File: src/rtl/echo_mix_stage.sv
// echo_mix_stage
//   Joins a dry sample and a delayed sample arriving on independent
//   valid/ready links, scales the delayed sample by an unsigned fractional
//   gain (gain / 2^GAIN_W), adds it to the dry sample and presents the
//   result on a valid/ready link toward the codec serializer.
//
//   Build option: ECHO_MIX_SAT_EN
//     defined   -> result clamped to the DATA_W signed range, clip pulses
//     undefined -> result wraps to DATA_W bits, clip tied low
//
//   state | meaning
//   ------+-------------------------------------------------------------
//   IDLE  | collecting dry and delayed samples; each ready high until held
//   MUL   | delayed sample times gain; mix_enable latched
//   ADD   | scale, add dry sample, register odata/ovalid/clip
//   OUT   | holding result until downstream accepts it

module echo_mix_stage #(
    parameter int DATA_W = 16,
    parameter int GAIN_W = 8
) (
    input  logic              clk100,
    input  logic              rst_n,
    input  logic [DATA_W-1:0] dry_data,
    input  logic              dry_valid,
    output logic              dry_ready,
    input  logic [DATA_W-1:0] dly_data,
    input  logic              dly_valid,
    output logic              dly_ready,
    input  logic [GAIN_W-1:0] gain,
    input  logic              mix_enable,
    output logic [DATA_W-1:0] odata,
    output logic              ovalid,
    input  logic              oready,
    output logic              clip
);

    localparam int PROD_W = DATA_W + GAIN_W + 1;
    localparam int SUM_W  = DATA_W + 2;

    typedef enum logic [1:0] {
        IDLE = 2'd0,
        MUL  = 2'd1,
        ADD  = 2'd2,
        OUT  = 2'd3
    } state_t;

    state_t state, state_n;

    logic              dry_held, dry_held_n;
    logic              dly_held, dly_held_n;
    logic [DATA_W-1:0] dry_q, dry_q_n;
    logic [DATA_W-1:0] dly_q, dly_q_n;
    logic [PROD_W-1:0] prod_q, prod_n;
    logic              mix_q, mix_n;
    logic              dry_ready_n, dly_ready_n;
    logic [DATA_W-1:0] odata_n;
    logic              ovalid_n;
    logic              clip_n;

    logic              dry_take, dly_take;
    logic signed [PROD_W-1:0] dly_ext, gain_ext;
    logic signed [SUM_W-1:0]  dry_ext, scaled_ext, sum_w;
    logic [DATA_W-1:0] mix_data;
    logic              mix_clip;

    assign dry_take = dry_valid & dry_ready;
    assign dly_take = dly_valid & dly_ready;

    // Gain is a positive fraction, so it is zero-extended before the signed multiply.
    assign dly_ext  = {{(GAIN_W+1){dly_q[DATA_W-1]}}, dly_q};
    assign gain_ext = {{(DATA_W+1){1'b0}}, gain};

    // Dropping the low GAIN_W product bits is an arithmetic shift that rounds toward -inf.
    assign dry_ext    = {{2{dry_q[DATA_W-1]}}, dry_q};
    assign scaled_ext = {prod_q[PROD_W-1], prod_q[PROD_W-1:GAIN_W]};
    assign sum_w      = mix_q ? (dry_ext + scaled_ext) : dry_ext;

`ifdef ECHO_MIX_SAT_EN
    localparam logic signed [SUM_W-1:0] SAT_MAX = {3'b000, {(DATA_W-1){1'b1}}};
    localparam logic signed [SUM_W-1:0] SAT_MIN = {3'b111, {(DATA_W-1){1'b0}}};

    // Clamp the widened sum into the output range and flag when it happens.
    always_comb begin
        mix_data = sum_w[DATA_W-1:0];
        mix_clip = 1'b0;
        if (sum_w > SAT_MAX) begin
            mix_data = SAT_MAX[DATA_W-1:0];
            mix_clip = 1'b1;
        end else if (sum_w < SAT_MIN) begin
            mix_data = SAT_MIN[DATA_W-1:0];
            mix_clip = 1'b1;
        end
    end
`else
    logic unused_sum_hi;

    assign mix_data      = sum_w[DATA_W-1:0];
    assign mix_clip      = 1'b0;
    assign unused_sum_hi = ^sum_w[SUM_W-1:DATA_W];
`endif

    // State register.
    always_ff @(posedge clk100 or negedge rst_n) begin
        if (!rst_n) begin
            state <= IDLE;
        end else begin
            state <= state_n;
        end
    end

    // Held samples, datapath pipeline and registered outputs.
    always_ff @(posedge clk100 or negedge rst_n) begin
        if (!rst_n) begin
            dry_held  <= 1'b0;
            dly_held  <= 1'b0;
            dry_q     <= '0;
            dly_q     <= '0;
            prod_q    <= '0;
            mix_q     <= 1'b0;
            dry_ready <= 1'b0;
            dly_ready <= 1'b0;
            odata     <= '0;
            ovalid    <= 1'b0;
            clip      <= 1'b0;
        end else begin
            dry_held  <= dry_held_n;
            dly_held  <= dly_held_n;
            dry_q     <= dry_q_n;
            dly_q     <= dly_q_n;
            prod_q    <= prod_n;
            mix_q     <= mix_n;
            dry_ready <= dry_ready_n;
            dly_ready <= dly_ready_n;
            odata     <= odata_n;
            ovalid    <= ovalid_n;
            clip      <= clip_n;
        end
    end

    // Next-state and next-output decode.
    always_comb begin
        state_n     = state;
        dry_held_n  = dry_held;
        dly_held_n  = dly_held;
        dry_q_n     = dry_q;
        dly_q_n     = dly_q;
        prod_n      = prod_q;
        mix_n       = mix_q;
        dry_ready_n = 1'b0;
        dly_ready_n = 1'b0;
        odata_n     = odata;
        ovalid_n    = ovalid;
        clip_n      = 1'b0;

        case (state)
            IDLE: begin
                if (dry_take) begin
                    dry_held_n = 1'b1;
                    dry_q_n    = dry_data;
                end
                if (dly_take) begin
                    dly_held_n = 1'b1;
                    dly_q_n    = dly_data;
                end
                if (dry_held_n && dly_held_n) begin
                    state_n = MUL;
                end else begin
                    dry_ready_n = ~dry_held_n;
                    dly_ready_n = ~dly_held_n;
                end
            end
            MUL: begin
                prod_n  = dly_ext * gain_ext;
                mix_n   = mix_enable;
                state_n = ADD;
            end
            ADD: begin
                odata_n  = mix_data;
                ovalid_n = 1'b1;
                clip_n   = mix_clip;
                state_n  = OUT;
            end
            OUT: begin
                // Reopening both links on the accept edge keeps 4-cycle throughput.
                if (oready) begin
                    ovalid_n    = 1'b0;
                    dry_held_n  = 1'b0;
                    dly_held_n  = 1'b0;
                    dry_ready_n = 1'b1;
                    dly_ready_n = 1'b1;
                    state_n     = IDLE;
                end
            end
            default: begin
                state_n = IDLE;
            end
        endcase
    end

endmodule

File: config.mk
export PLATFORM = sky130hd
export DESIGN_NAME = echo_mix_stage
export DESIGN_NICKNAME = d
export VERILOG_FILES = /design/src/rtl/echo_mix_stage.sv
export SDC_FILE = /design/constraint.sdc
export NUM_CORES = 1
export LEC_CHECK = 0
export BUFFER_PORTS_ARGS = -buffer_cell sky130_fd_sc_hd__buf_2
export CAP_MARGIN = 20
export CORE_UTILIZATION = 65
export DETAILED_ROUTE_END_ITERATION = 6
export GPL_ROUTABILITY_DRIVEN = 0
export HOLD_SLACK_MARGIN = 0.1
export PLACE_DENSITY = 0.86
export SYNTH_ARGS = -nofsm -noshare
export SYNTH_HDL_FRONTEND = slang
export SYNTH_SLANG_ARGS = --single-unit
File: constraint.sdc
create_clock -name clk100 -period 13.9 [get_ports clk100]
set_clock_uncertainty 0.1 [all_clocks]
set_input_delay 1.39 -clock clk100 [delete_from_list [all_inputs] [get_ports clk100]]
set_output_delay 1.39 -clock clk100 [all_outputs]
set_load 0.01 [all_outputs]
## Yosys cells after proc, flatten, opt, wreduce, memory -nomap -nowiden

Index checks and enable logic that the tools add are counted.

| word-level totals | value |
|---|---|
| flip-flop bits (word level) | 80 |
| logic and storage cells | 48 |

| operators by class | value |
|---|---|
| $add $sub $neg | 1 |
| multiply operators | 1 |
| equal/unequal tests | 5 |
| mux-type cells | 17 |
| bitwise operators | 4 |
| reductions and logical operators | 9 |

Operators by type and width:

| cell | number |
|---|---|
| multiplier 16 x 9 -> 24 bit | 1 |
| adder 16 bit | 1 |
| 2-to-1 mux 16 bit | 1 |
| case mux 1 bit (2 select lines) | 5 |
| AND reduction 2 bit | 5 |
| 2-to-1 mux 1 bit | 8 |
| case mux 2 bit (4 select lines) | 1 |
| equality test 2 bit, second input constant | 2 |
| 2-to-1 mux 2 bit | 2 |
| inequality test 2 bit, second input constant | 2 |
| nonzero test 2 bit | 2 |
| bitwise AND 1 bit | 2 |
| equality test 2 x 1 -> 1 bit, second input constant | 1 |
| logical NOT 2 bit | 1 |
| inverter 1 bit | 2 |
| logical AND 1 bit | 1 |

## Logic depth before layout (Yosys ltp)

Gate-level depths: netlist of run 1.

| depth | value |
|---|---|
| depth in word-level cells | 6 |
| gate-level depth with buffers | 19 |
| depth with buffers taken out | 18 |

## Worst setup path after synthesis of run 1

Ideal clock, no wire load.

| timing path | value |
|---|---|
| path kind | input port to flip-flop |
| from | input gain[2] |
| to | register prod_q[20] |
| setup time | 0.120 ns |
| arrival time | 5.644 ns |
| required time | 13.680 ns |
| path slack | 8.036 ns |
| stages | 17 |
| buffers on the path | 2 |
| cell sequence | clkbuf_1 -> nand2_1 -> fa_1 -> inv_1 -> fa_1 -> fa_1 -> inv_1 -> fa_1 -> inv_1 -> ha_1 -> clkbuf_1 -> and4_1 -> a31oi_1 -> o21ai_0 -> a221o_1 -> or3_1 -> a31o_2 |

| between the ends | value |
|---|---|
| longest elaborated chain between the ends | 1 |

RTL lines:

| what | line | source |
|---|---|---|
| start: declaration | 30 | `input logic [GAIN_W-1:0] gain,` |
| multiplier 16 x 9 -> 24 bit | 174 | `prod_n = dly_ext * gain_ext;` |
| end signal: assignment | 131 | `prod_q <= prod_n;` |
| end: declaration | 54 | `logic [PROD_W-1:0] prod_q, prod_n;` |

No other way between the ends.
A chain may end at the register's enable or synchronous reset.

## Final worst setup path of run 1

| timing path | value |
|---|---|
| from | input gain[0] |
| to | register prod_q[21] |

Same word-level chain as after synthesis.

==> flow_metrics.tcl, run 1 <==
set metrics [dict create \
    routed_via_density 5.74 \
    cts_tree "yes" \
    path_class "input pin to register" \
    numCtsBuffers 9 \
    rows 40 \
    worstSetupStartpointType "input pin" \
    avgSynthCellArea_um2 9.38 \
    setup_viol_count_final 0 \
    drc 1 \
    synth.net_count 1055 \
    clk_latency_ns 0.35 \
    post_cts_buffers 0 \
    max_freq_mhz 172 \
    drt.antenna.violating_nets 0 \
    synthFlopType "dfrtp_1" \
    totalNegativeSetupSlack_ns 0 \
    yosysMostFrequentCell "inv_1" \
    slew_viol_final 0 \
    pin_count 66 \
    syn_to_final_growth_pct 8.46 \
    worst_setup_path_end_kind "register" \
    dr.first_iter.drc_count 290 \
    reg2reg_slack_ns 8.88 \
    ys_warn_count 0 \
    ys_seq_elements 72 \
    wire_per_inst_um 15.5 \
    outcome "finished, violations left" \
    grt_use_total_pct 27.7 \
    synth_common_cells "inv_1, nand2_1, fa_1, dfrtp_1, ha_1" \
    root_buffer "clkbuf_16" \
    wl_mm 16.2 \
    arrival_ns 5.96 \
    finalHoldViolations 0 \
    floorplan.initialDensity_pct 66.4 \
    cts_resized 0 \
    grt_first_pass_wirelength_mm 27.5 \
    io_buffers 64 \
    synth_cell_types 56 \
    syn_inst 847 \
    fin_crit_sh_pct 41.9 \
    synth_top_cell_area_share_pct 25.2 \
    dieArea_um2 12700 \
    cts_buffer_depth 2 \
    dp_hpwl_mm 12.5 \
    synth_area_leaders "fa_1, dfrtp_1, ha_1, inv_1, mux2_2" \
    final_nets 1100 \
    die_h_um 113 \
    drive_gt1_share_pct 13.8 \
    syn-cell-area_um2 7940 \
    final.min_clock_period_ns 5.82 \
    drtPass1Iterations 7 \
    hold_ws_ns 0.407 \
    holdBufCountCts 0 \
    seq_area_frac_synth_pct 22.7 \
    slew_headroom_pct 37.5 \
    core_um2 12000 \
    diodes 0 \
    antenna_found_initial 0 \
    synth_edf_count 0 \
    clk_pin_slew_ns 0.06 \
    clkSinkCount 72 \
    die_w_um 113 \
    synth_top_area_cell "fa_1" \
    violations "design-rule violations" \
    grt_setup_unrepaired "no" \
    min_path_type "register to register" \
    vias 5991 \
    overflow 0 \
    worstMarginPinSlew_ns 0.935 \
    htree_levels 3 \
    critical_path_required_ns 14.04 \
    grt_pass1_vias 6022 \
    cp_max_fo 15 \
    maxCapViolations 0 \
    synthArstFlopShare_pct 100 \
    grt_max_degree 73 \
]
path summary, 6_finish.rpt:
path | startpoint | endpoint | cells after the start
worst max-delay path | gain[0] | prod_q[21] | 17
max in group asynchronous | rst_n | dly_q[2] | 1
worst max register to register | dly_q[10] | prod_q[21] | 16
min in group asynchronous | rst_n | odata[14] | 1
worst min-delay path | prod_q[11] | prod_q[11] | 2
worst min register to register | prod_q[11] | prod_q[11] | 2
cell type report:
cell class                      count  area [um2]
Multi-Input combinational cell    598        5470
Fill cell                         918        3350
Sequential cell                    72        1800
Inverter                          146         548
Timing Repair Buffer               65         330
Clock buffer                        9         225
Tap cell                          147         184
Clock inverter                      7        52.6
metrics by stage:
stage	worst slack, ns	area (um2)	instances	util [%]
finish	8.08	8620	1044	72.0
global route	7.86	8620	1044	72.0
CTS	8.11	8620	1044	72.0
detailed placement	7.77	8340	1028	69.7
global placement	7.89	8340	1028	69.7
floorplan	8.04	7940	847	-
cell usage in the layout (no fill, tap or decap), types with 13 or more instances in the layout:
cell type  synthesis  final
a21oi_1           38     38
nand3_1           13     13
nand2_1          105    105
buf_2              0     63
mux2_2            37     37
ha_1              62     62
a21o_1            14     14
o21ai_0           22     22
dfrtp_1           72     72
fa_1             100    100
inv_1            145    145
nor2_1            22     22
and2_1            50     50
state kept, by name (all words and copies together), names as in the netlist:
name and flops:
dly_q 16, dry_q 16, odata 16, prod_q 16
state 2, dly_held 1, dly_ready 1, dry_held 1
dry_ready 1, mix_q 1, ovalid 1
cell families after synthesis:
kind of cell,Yosys count,share of synthesized area (%)
AOI/OAI and AO/OA,128,10.4
xor gates and xnor gates,19,2.09
other,1,0.0472
muxes,46,6.44
buffers and inverters,177,8.41
and+or+nand+nor,242,14.9
adders and majority gates,162,35.0
DFF,72,22.7
metal layers:
metal / GRT usage [%] / share of wire [%] / up-vias
met4: 12.0 / 2.9 / 0
met1: 35.0 / 42 / 2982
li1: - / - / 2818
met2: 47.4 / 51 / 148
met3: 4.37 / 3.5 / 43
met5: 0 / 0 / -
critical path, stage by stage:
cell and delay, ns:
buf_2 0.28, nand2_1 0.14, fa_1 0.55, inv_1 0.05
fa_1 0.50, inv_1 0.05, fa_1 0.49, fa_1 0.50
inv_1 0.05, ha_1 0.34, a21o_1 0.23, a211o_1 0.26
o2111ai_1 0.35, nand2_1 0.15, a41oi_1 0.26, xnor2_1 0.09
mux2_2 0.26
Power of run 1 is left out: the tool's default activity adds up to more than one toggle a clock period on the data nets, which glitch-free logic cannot reach.
==> run 2: changes to the inputs <==
Settings changed: CORE_UTILIZATION 65 to 56, PLACE_DENSITY 0.86 to 0.78.
Clock period 13.9 ns to 4.9 ns, I/O delays scaled along.
==> run 2 against run 1 <==
  * The run now ends clean
  * Count of clock-buffer cells in the layout did not move
  * Sequential share of layout area fell by 1.0 points
  * Routed wire length rose by 2.2%
  * Register-to-register slack got worse by 8.7 ns
  * Non-clock buffer count rose by 53
  * Die area rose by 16%
  * Global-route usage fell by 3.1 points
  * Highest routed layer unchanged
==> flow_metrics.tcl, run 2 (synthesized netlist as in run 1, its figures left out) <==
set metrics [dict create \
    outcome "completed" \
    grt_max_degree 73 \
    dieArea_um2 14700 \
    dr.first_iter.drc_count 328 \
    die_h_um 121 \
    fin_cells 1130 \
    root_buffer "clkbuf_16" \
    rows 43 \
    drt.antenna.violating_nets 0 \
    worst_setup_path_end_kind "register" \
    reg2reg_to "prod_q[23]" \
    crit_end "prod_q[23]" \
    clk_pin_slew_ns 0.06 \
    numCtsBuffers 9 \
    floorplan.initialDensity_pct 57.2 \
    grtUsageMet1_pct 31.8 \
    grt_use_total_pct 24.6 \
    pin_count 66 \
    slew_headroom_pct 35.2 \
    worstMarginPinSlew_ns 0.969 \
    dp_cells 1111 \
    reg2reg_slack_ns 0.16 \
    holdBufCountCts 0 \
    drc 0 \
    io_buffers 64 \
    met3_usage_pct 3.43 \
    r2r_start "dly_q[9]" \
    routed_via_density 5.38 \
    wire_per_inst_um 14.6 \
    clkSinkCount 72 \
    arrival_ns 4.87 \
    critical_path_required_ns 5.03 \
    cp_max_fo 8 \
    diodes 0 \
    dp_hpwl_mm 13.4 \
    setup_viol_count_final 0 \
    drive_gt1_share_pct 20.3 \
    fin_crit_sh_pct 96.7 \
    slew_viol_final 0 \
    busiest_layer "met2" \
    use_met2_pct 42.5 \
    htree_levels 3 \
    worstSetupStartpoint "dly_q[9]" \
    maxCapViolations 0 \
    die_w_um 121 \
    grt_pass1_vias 6098 \
    drtPass1Iterations 4 \
    final_nets 1153 \
    syn_to_final_growth_pct 14.8 \
    final_cell_mix "inv_1, nand2_1, fa_1" \
    core_um2 13900 \
    cts_buffer_depth 2 \
    cts_tree "yes" \
    vias 6080 \
    grt_first_pass_wirelength_mm 28.3 \
    max_freq_mhz 211 \
    path_class "register to register" \
    worstSetupStartpointType "register" \
    final.min_clock_period_ns 4.74 \
    wl_mm 16.5 \
    min_path_type "input pin to asynchronous set/reset pin" \
    layout_commonest_cell "inv_1" \
    finalHoldViolations 0 \
    reg2reg_depth 17 \
    overflow 0 \
    antenna_found_initial 0 \
    clk_latency_ns 0.35 \
]
==> run 2: worst min-delay path by stage <==
stage / endpoint / slack (ns) / depth (start not counted)
finish: dry_q[14] / 0.18 / 1
global route: odata[14] / 0.27 / 1
CTS: state[1] / 0.23 / 1
detailed placement: prod_q[11] / 0.38 / 2
global placement: odata[1] / 0.39 / 1
floorplan: dly_held / 0.09 / 0
==> run 2: timing repair <==
item / 4_1_cts / 5_1_grt
gates resized for setup: 0 / 17
setup buffers: 0 / 3
endpoints found under the setup margin: 0 / 11
==> run 2: metrics by stage <==
step	area (um2)	setup TNS, ns	hold slack (ns)	utilization (%)	setup slack, ns
finish	9120	0	0.182	65.7	0.162
CTS	9060	0	0.225	65.3	0.0263
global route	9120	-0.00636	0.267	65.7	-0.00445
floorplan	7950	0	0.0944	-	0.00434
global placement	8750	-0.456	0.388	63.1	-0.102
detailed placement	8750	-0.792	0.381	63.1	-0.140
==> run 2: area by class of cell <==
cell class,instances,area (um2)
well taps,180,225
flip-flops and latches,72,1810
inverters,146,548
clock inverters,7,77.6
multi-input cells,598,5500
repair buffers,118,728
fillers,1156,4760
clock buffers,9,225
==> run 2: critical path, cell delays in order (launching register included) <==
cell	delay [ns]
dfrtp_2	0.46
and2_1	0.20
fa_1	0.55
fa_1	0.44
fa_1	0.55
inv_1	0.06
fa_1	0.53
inv_1	0.04
ha_1	0.29
buf_4	0.16
nand4_1	0.09
o31ai_1	0.20
a21oi_1	0.07
buf_4	0.15
a21oi_1	0.24
o21ai_2	0.12
mux2i_1	0.12
a211o_1	0.26
==> run 2: per-layer routing <==
layer	share of wire (%)	up-vias	wire length, um
met1	44	3039	7290
met2	52	96	8570
met4	1.8	0	299
li1	-	2923	-
met3	2.3	22	386
met5	0	-	0
Power of run 2 is left out for the same reason.
==> run 3: changes to the inputs <==
Settings changed: CAP_MARGIN 20 to not set, CORE_UTILIZATION 56 to 40, PLACE_DENSITY 0.78 to not set.
==> run 3 against run 2 <==
  * Worst setup slack improved by 0.020 ns
  * Routed wire length rose by 2.4%
  * Final cell count rose by 8.4%
  * Largest cell class unchanged
  * Critical path type unchanged
  * Via count fell by 3.1%
==> flow_metrics.tcl, run 3 (synthesized netlist as in run 1, its figures left out) <==
set metrics [dict create \
    outcome "completed" \
    dp_cells 1203 \
    cts_buffer_depth 2 \
    wire_per_inst_um 13.8 \
    wl_mm 16.9 \
    worstSetupStartpointType "register" \
    setup_viol_count_final 0 \
    core_um2 19500 \
    antenna_found_initial 0 \
    cp_max_fo 8 \
    worst_setup_path_end_kind "register" \
    maxCapViolations 0 \
    drt.antenna.violating_nets 0 \
    numCtsBuffers 9 \
    final.min_clock_period_ns 4.72 \
    clk_latency_ns 0.34 \
    clk_pin_slew_ns 0.06 \
    worstMarginPinSlew_ns 1.00 \
    final_cell_mix "inv_1, nand2_1, fa_1" \
    rows 51 \
    syn_to_final_growth_pct 17.0 \
    final_nets 1164 \
    io_buffers 64 \
    dieArea_um2 20400 \
    fin_crit_sh_pct 96.3 \
    cts_tree "yes" \
    drive_gt1_share_pct 21.4 \
    dp_hpwl_mm 13.6 \
    grt_setup_unrepaired "yes" \
    slew_viol_final 0 \
    dr.first_iter.drc_count 257 \
    max_freq_mhz 212 \
    slew_headroom_pct 33.1 \
    floorplan.initialDensity_pct 40.8 \
    vias 5890 \
    drtPass1Iterations 4 \
    grt_pass1_vias 5846 \
    drc 0 \
    die_w_um 143 \
    path_class "register to register" \
    root_buffer "clkbuf_16" \
    critical_path.max_stage_delay_ns 0.53 \
    finalHoldViolations 0 \
    diodes 0 \
    fin_area_um2 9300 \
    min_path_type "input pin to asynchronous set/reset pin" \
    fin_cells 1225 \
    die_h_um 143 \
    grt_max_degree 73 \
    pin_count 66 \
    n_fill_cell 1840 \
    worst_path_max_delay_cell "fa_1" \
    path_buf_inv 3 \
    critPathTopFamily "adder cells" \
    grt_use_total_pct 17.4 \
    grt_first_pass_wirelength_mm 28.1 \
    placed_cell_area_um2 8910 \
    routed_via_density 4.81 \
    overflow 0 \
    crit_chain "nand2_1 > fa_1 > inv_1 > fa_1 > inv_1 > fa_1 > inv_1 > fa_1 > ha_1 > a21o_1 > o21a_1 > o311a_1 > o41a_1 > mux2_4 > nand3_1" \
    arrival_ns 4.89 \
    layout_commonest_cell "inv_1" \
    cpMostUsedCell "fa_1" \
    clkSinkCount 72 \
    critical_path_required_ns 5.07 \
    htree_levels 3 \
]
run 3: worst reg2reg max path: cells and delay by family (launching register included):
| family | cells | cell delay (ns) |
|---|---|---|
| adder cells (fa/ha/maj) | 5 | 2.32 |
| buffers and inverters | 3 | 0.17 |
| AO/OA/AOI/OAI | 4 | 1.12 |
| multiplexers | 1 | 0.32 |
| flip-flops | 1 | 0.46 |
| AND/OR/NAND/NOR | 2 | 0.18 |
run 3: path summary, 6_finish.rpt:
kind	start	slack, ns	cells past startpoint	end
max in group asynchronous	rst_n	3.82	1	dly_q[8]
min in group clk100	dly_data[2]	0.28	2	dly_q[2]
worst max register to register	dly_q[7]	0.18	15	prod_q[18]
worst min-delay path	rst_n	0.17	1	odata[15]
worst max-delay path	dly_q[7]	0.18	15	prod_q[18]
worst min register to register	prod_q[8]	0.39	1	prod_q[8]
run 3: routing by layer:
metal	wire length [um]	track usage (%)	up-vias
li1	-	-	2947
met1	8400	23.4	2845
met2	7820	28.8	83
met3	516	3.05	15
met4	204	4.47	0
met5	0	0	-
run 3: cell type report:
type | instances | area (um2) | share of cell area [%]
Tap cell | 265 | 332 | 3.57
Timing Repair Buffer | 129 | 811 | 8.72
Clock inverter | 5 | 33.8 | 0.363
Sequential cell | 72 | 1810 | 19.5
Clock buffer | 10 | 239 | 2.57
Multi-Input combinational cell | 598 | 5520 | 59.4
Inverter | 146 | 548 | 5.89
run 3: repair_timing:
action                                  4_1_cts  5_1_grt
endpoints found under the setup margin        1       13
pin swaps                                     0        4
resized for setup                             1       18
hold buffers                                  0        0
gates cloned                                  0        0
setup buffers                                 0        7
run 3: through the flow:
stage	hold WS [ns]	setup WS [ns]	util [%]	setup TNS (ns)
after floorplan	0.0944	0.00434	-	0
after global placement	0.376	-0.128	45.8	-0.486
after detailed placement	0.385	-0.197	45.8	-0.682
after CTS	0.229	0.0107	47.2	0
after global routing	0.269	-0.0265	47.8	-0.0518
final	0.172	0.182	47.8	0
Power of run 3 is left out for the same reason.
